`src/rtl/pfa_pipe.sv`:
```
// Pipelined Kogge-Stone adder/subtractor with valid/ready handshaking and status flags.
// One prefix group of PIPE_LEVELS levels per pipeline stage; the last group feeds the output register.
module pfa_pipe #(
  parameter int unsigned WIDTH       = 32,
  parameter int unsigned PIPE_LEVELS = 2
) (
  input  logic             clk,
  input  logic             rst,
  input  logic             in_valid,
  output logic             in_ready,
  input  logic [WIDTH-1:0] a,
  input  logic [WIDTH-1:0] b,
  input  logic             cin,
  input  logic             sub,
  output logic             out_valid,
  input  logic             out_ready,
  output logic [WIDTH-1:0] s,
  output logic             cout,
  output logic             ovf,
  output logic             zero
);
  localparam int unsigned L    = $clog2(WIDTH);
  localparam int unsigned NSTG = (L + PIPE_LEVELS - 1) / PIPE_LEVELS;

  logic adv;
  assign adv      = !out_valid || out_ready;
  assign in_ready = adv;

  logic             v0;
  logic [WIDTH-1:0] ra;
  logic [WIDTH-1:0] rbp;
  logic             rc0;

  always_ff @(posedge clk or posedge rst) begin
    if (rst) begin
      v0  <= 1'b0;
      ra  <= '0;
      rbp <= '0;
      rc0 <= 1'b0;
    end else if (adv) begin
      v0  <= in_valid;
      ra  <= a;
      rbp <= b ^ {WIDTH{sub}};
      rc0 <= sub | cin;
    end
  end

  // Prefix vectors are {P, G}; position 0 holds the carry-in, position i holds bit i-1,
  // so after the tree G[i] is the carry into bit i.
  logic                 vin [NSTG];
  logic [2*WIDTH-1:0]   gpi [NSTG];
  logic [2*WIDTH-1:0]   gpo [NSTG];
  logic [WIDTH:0]       pog [NSTG];

  assign vin[0] = v0;
  assign gpi[0] = {ra[WIDTH-2:0] ^ rbp[WIDTH-2:0], 1'b0,
                   ra[WIDTH-2:0] & rbp[WIDTH-2:0], rc0};
  assign pog[0] = {ra[WIDTH-1] & rbp[WIDTH-1], ra ^ rbp};

  for (genvar j = 0; j < NSTG; j++) begin : grp
    localparam int unsigned LO = j * PIPE_LEVELS;
    localparam int unsigned HI = (LO + PIPE_LEVELS < L) ? LO + PIPE_LEVELS : L;

    logic [WIDTH-1:0] gt, pt, gn, pn;

    always_comb begin
      gt = gpi[j][WIDTH-1:0];
      pt = gpi[j][2*WIDTH-1:WIDTH];
      gn = gt;
      pn = pt;
      for (int unsigned k = LO; k < HI; k++) begin
        gn = gt;
        pn = pt;
        for (int unsigned i = (32'd1 << k); i < WIDTH; i++) begin
          gn[i] = gt[i] | (pt[i] & gt[i - (32'd1 << k)]);
          pn[i] = pt[i] & pt[i - (32'd1 << k)];
        end
        gt = gn;
        pt = pn;
      end
      gpo[j] = {pt, gt};
    end

    if (j > 0) begin : stg
      logic               vr;
      logic [2*WIDTH-1:0] gpr;
      logic [WIDTH:0]     pgr;

      always_ff @(posedge clk or posedge rst) begin
        if (rst) begin
          vr  <= 1'b0;
          gpr <= '0;
          pgr <= '0;
        end else if (adv) begin
          vr  <= vin[j-1];
          gpr <= gpo[j-1];
          pgr <= pog[j-1];
        end
      end

      assign vin[j] = vr;
      assign gpi[j] = gpr;
      assign pog[j] = pgr;
    end
  end

  logic [WIDTH-1:0] pf, cf, sn;
  logic             gmf, coutn, ovfn;

  assign pf    = pog[NSTG-1][WIDTH-1:0];
  assign gmf   = pog[NSTG-1][WIDTH];
  assign cf    = gpo[NSTG-1][WIDTH-1:0];
  assign sn    = pf ^ cf;
  assign coutn = gmf | (pf[WIDTH-1] & cf[WIDTH-1]);
  // Equal operand MSBs means p_msb=0, and then g_msb equals that shared MSB.
  assign ovfn  = !pf[WIDTH-1] && (sn[WIDTH-1] != gmf);

  always_ff @(posedge clk or posedge rst) begin
    if (rst) begin
      out_valid <= 1'b0;
      s         <= '0;
      cout      <= 1'b0;
      ovf       <= 1'b0;
      zero      <= 1'b0;
    end else if (adv) begin
      out_valid <= vin[NSTG-1];
      if (vin[NSTG-1]) begin
        s    <= sn;
        cout <= coutn;
        ovf  <= ovfn;
        zero <= (sn == '0);
      end
    end
  end
endmodule

```
`config.mk`:
```
export PLATFORM = sky130hd
export DESIGN_NAME = pfa_pipe
export DESIGN_NICKNAME = d
export VERILOG_FILES = /design/src/rtl/pfa_pipe.sv
export SDC_FILE = /design/constraint.sdc
export NUM_CORES = 1
export LEC_CHECK = 0
export ABC_AREA = 1
export CORE_UTILIZATION = 45
export CTS_CLUSTER_SIZE = 30
export DETAILED_ROUTE_END_ITERATION = 8
export PLACE_DENSITY_LB_ADDON = 0.15
export SYNTH_ARGS = -nofsm -noshare
export SYNTH_HDL_FRONTEND = slang
export SYNTH_SLANG_ARGS = --single-unit
```
`constraint.sdc`:
```
create_clock -name clk -period 11.55 [get_ports clk]
set_clock_uncertainty 0.15 [all_clocks]
set_input_delay 1.7325 -clock clk [delete_from_list [all_inputs] [get_ports clk]]
set_output_delay 1.7325 -clock clk [all_outputs]
set_load 0.01 [all_outputs]
```
==> impl_summary.txt <==
----------------------------------------------------
[Status]
  Outcome ... finished, final reports clean

[Clock tree]
  Worst-path clk slew ... 0.06 ns
  Number of CTS-inserted buffers ... 29
  CTS HTree Levels ... 1
  Worst-skew pair later-pin latency ... 0.55 ns
  Hold-fix buffers, CTS ... 0
  Post_cts resized ... 0
  Buffer levels on the longest clock path ... 3
  Clock sink count ... 278
  Root cell of the clock tree ... sky130_fd_sc_hd__clkbuf_16
  Setup fix buffers added after clock tree synthesis ... 0
  Clock tree from TritonCTS ... yes

[Timing]
  Post-route setup TNS ... 0 ns
  Achievable clock frequency ... 169 MHz
  Relative slew margins ... 0.324
  Unrepaired setup endpoints after global routing ... false
  Count of endpoints failing setup in the final report ... 0
  Crit share post-route ... 0.511
  Count of final max-slew check failures ... 0
  Final Hold Vio Count ... 0
  Post-route minimum period ... 5.90 ns
  Slew @ Worst Pin ... 1.01 ns

[Finish]
  Total Nets Final ... 1592
  Utilization after layout ... 0.536
  Synth-to-Final Area Change ... 17.4%
  Diodes inserted ... 0
  Cell area after layout ... 0.0149 sq mm
  Ratio of cells with drive above 1 in the final layout ... 0.0556
  Fillers ... 2585

[Yosys]
  Yosys warning count ... 0
  Synthesized instance count ... 1407
  EDFF count, synth ... 0
  Post-synthesis cell type count ... 39
  Average instance area after synthesis ... 8.99 sq um
  Most common flop cell mapped by yosys ... sky130_fd_sc_hd__dfrtp_1
  Async set-or-reset flop fraction in the synthesized netlist ... 1.00
  Sequential element share of the synthesized area ... 0.550
  Most area-consuming cells after synthesis ... sky130_fd_sc_hd__dfrtp_1 (55%), sky130_fd_sc_hd__nand2_1 (15%), sky130_fd_sc_hd__inv_1 (3.4%)
  Biggest area consumer among synthesized cells ... sky130_fd_sc_hd__dfrtp_1
  Post-Synthesis Net Count ... 1510
  Register bit count reported by yosys ... 278
  Total standard cell area after synthesis ... 0.0127 sq mm
  Area share of the leading cell type in the synthesized netlist ... 0.550

[Global routing]
  First-pass GRT wire length ... 48100 um
  Global-route usage over all layers ... 0.210
  Number of antenna violations at the first check in global routing ... 0
  Pin count of the biggest net entering global routing ... 184
  Total grt overflow ... 0
  Number of global-route vias before repair ... 9013

[Power]
  Worst ir drop on vdd ... 0.115 mV
  Internal power ... 2.50 mW
  Sequential share of power ... 0.398
  Pwr Total ... 4.08 mW
  Leakage power summed over all cells ... 6.94 nW
  Share of power burned in combinational logic ... 0.368
  Switching power summed over all nets ... 1.58 mW
  Clock network fraction of design power ... 0.234
  Total power density per cell area ... 275 mW/mm^2
  Net switching fraction of the power ... 0.387

[Detailed routing]
  Pre-Repair DR Iteration Count ... 4
  Vias ... 9407
  DRC viols ... 0
  Average wire length per cell after detail routing ... 15.5 um
  Detailed-route wire length ... 29200 um
  Vias per inst ... 4.98
  Iteration-0 DRC count of the detailed router ... 718
  Count of antenna-violating nets left after detailed routing ... 0

[Place]
  Placed wire-length estimate ... 20600 um
  Gpl congestion ... 0.844
  Cell area reported after detailed placement ... 0.0139 sq mm
  Port buffer count ... 106

[Floorplanning]
  Die Footprint ... 0.0288 sq mm
  Die Height ... 170 um
  Width of the die ... 170 um
  Initial core utilization ... 0.457
  Boundary pin count ... 107
  Total core area ... 0.0277 sq mm
  Cell row count ... 61

[Job]
  Max-Cap Viols ... 0

[Setup path]
  Crit Path Category ... input port to primary output
  Maximum fanout along the worst path ... 116
  Element type at the critical path start ... input port
  CP endpoint kind ... primary output
  Required time reported for the critical path endpoint ... 9.67 ns
  Data arrival time at the worst-slack endpoint ... 4.02 ns

[Min path]
  Worst hold-check path type ... flip-flop to flip-flop

----------------------------------------------------
## layer usage
metal	part of all wire	vias up	track usage	wire (um)
li1	-	4769	-	-
met1	0.52	4388	0.335	15200
met2	0.42	210	0.301	12200
met3	0.046	40	0.0268	1330
met4	0.018	0	0.0497	523
met5	0	-	0	0
## layout by cell type, fill, tap and decap left out, types with 4 or more instances in the layout
cell	count
sky130_fd_sc_hd__clkinv_2	8
sky130_fd_sc_hd__a21oi_1	33
sky130_fd_sc_hd__ha_1	33
sky130_fd_sc_hd__o21bai_1	8
sky130_fd_sc_hd__clkbuf_8	7
sky130_fd_sc_hd__xor2_1	4
sky130_fd_sc_hd__inv_1	115
sky130_fd_sc_hd__o21ai_0	77
sky130_fd_sc_hd__o221ai_2	17
sky130_fd_sc_hd__clkdlybuf4s50_1	105
sky130_fd_sc_hd__nor2_1	59
sky130_fd_sc_hd__a32o_1	8
sky130_fd_sc_hd__o21ai_1	40
sky130_fd_sc_hd__xnor2_1	37
sky130_fd_sc_hd__nand3_1	39
sky130_fd_sc_hd__nor3_1	4
sky130_fd_sc_hd__buf_4	4
sky130_fd_sc_hd__nand2_1	507
sky130_fd_sc_hd__o211ai_1	7
sky130_fd_sc_hd__clkbuf_1	5
sky130_fd_sc_hd__a31oi_1	31
sky130_fd_sc_hd__dfrtp_1	278
sky130_fd_sc_hd__clkbuf_16	29
sky130_fd_sc_hd__o221ai_1	8
sky130_fd_sc_hd__o22ai_1	17
## path summary, 6_finish.rpt
check | start | end | slack, ns | depth (start not counted)
setup / recovery | out_ready | in_ready | 5.65 | 4
hold / removal | grp[1].stg.pgr[32] | grp[2].stg.pgr[32] | 0.32 | 2
setup reg to reg | out_valid | grp[1].stg.gpr[11] | 8.68 | 8
hold reg to reg | grp[1].stg.pgr[32] | grp[2].stg.pgr[32] | 0.32 | 2
max in group asynchronous | rst | grp[1].stg.pgr[14] | 8.28 | 3
min in group asynchronous | rst | s[3] | 1.56 | 2
## synth_stat cells (4+ instances only)
master / n
sky130_fd_sc_hd__a21oi_1: 33
sky130_fd_sc_hd__a31oi_1: 31
sky130_fd_sc_hd__a32o_1: 8
sky130_fd_sc_hd__buf_2: 43
sky130_fd_sc_hd__buf_6: 11
sky130_fd_sc_hd__clkbuf_1: 4
sky130_fd_sc_hd__dfrtp_1: 278
sky130_fd_sc_hd__ha_1: 33
sky130_fd_sc_hd__inv_1: 116
sky130_fd_sc_hd__nand2_1: 507
sky130_fd_sc_hd__nand3_1: 39
sky130_fd_sc_hd__nor2_1: 59
sky130_fd_sc_hd__nor3_1: 4
sky130_fd_sc_hd__o211ai_1: 7
sky130_fd_sc_hd__o21ai_0: 77
sky130_fd_sc_hd__o21ai_1: 40
sky130_fd_sc_hd__o21bai_1: 8
sky130_fd_sc_hd__o221ai_1: 8
sky130_fd_sc_hd__o221ai_2: 17
sky130_fd_sc_hd__o22ai_1: 17
sky130_fd_sc_hd__xnor2_1: 37
sky130_fd_sc_hd__xor2_1: 4
## layout make-up
type                       count  area (sq um)  share of cell area
tap                          378           473              0.0318
sequential                   278          6960               0.468
clock buffer                  41           841              0.0566
multi-input combinational    951          4880               0.328
clock inverter                13           146             0.00985
timing repair buffer         111          1110              0.0744
inverter                     118           455              0.0307
## worst max-delay path, cell delays in order
cell and delay, ns:
sky130_fd_sc_hd__clkdlybuf4s50_1 0.49, sky130_fd_sc_hd__nor2_8 0.70, sky130_fd_sc_hd__inv_6 0.47, sky130_fd_sc_hd__clkdlybuf4s50_1 0.62
## power groups by stage
stage	registers, mW	clock network (mW)	logic (mW)
after floorplan	1.58	0	1.05
after global placement	1.63	0	1.47
after detailed placement	1.64	0	1.50
after CTS	1.63	0.973	1.51
after global routing	1.67	1.01	1.70
final	1.63	0.954	1.50
## logic make-up (layout without fill, tap and decap cells)
group | count (synthesis) | in the layout | share of synthesized area
XOR/XNOR | 41 | 41 | 0.0284
AND/OR/NAND/NOR | 619 | 619 | 0.192
adder cells (fa/ha/maj) | 33 | 33 | 0.0326
AO/OA/AOI/OAI | 258 | 258 | 0.133
buffers and inverters | 178 | 283 | 0.0644
flip-flops | 278 | 278 | 0.550
## per-stage QoR
| step | worst slack, ns | hold WS (ns) | cells |
|---|---|---|---|
| finish | 5.65 | 0.316 | 1890 |
| global placement | 5.62 | 0.304 | 1836 |
| floorplan | 2.00 | 0.292 | 1407 |
| detailed placement | 5.61 | 0.311 | 1836 |
| global route | 5.47 | 0.332 | 1890 |
| CTS | 5.61 | 0.322 | 1890 |
## flip-flops by register name, indices dropped and copies added, names as in the netlist, 2 cells and up
signal / cells
s: 32
rbp: 32
grp.stg.gpr: 108
ra: 32
grp.stg.vr: 2
grp.stg.pgr: 66
Note: power is estimated with default switching activity, not from simulation.
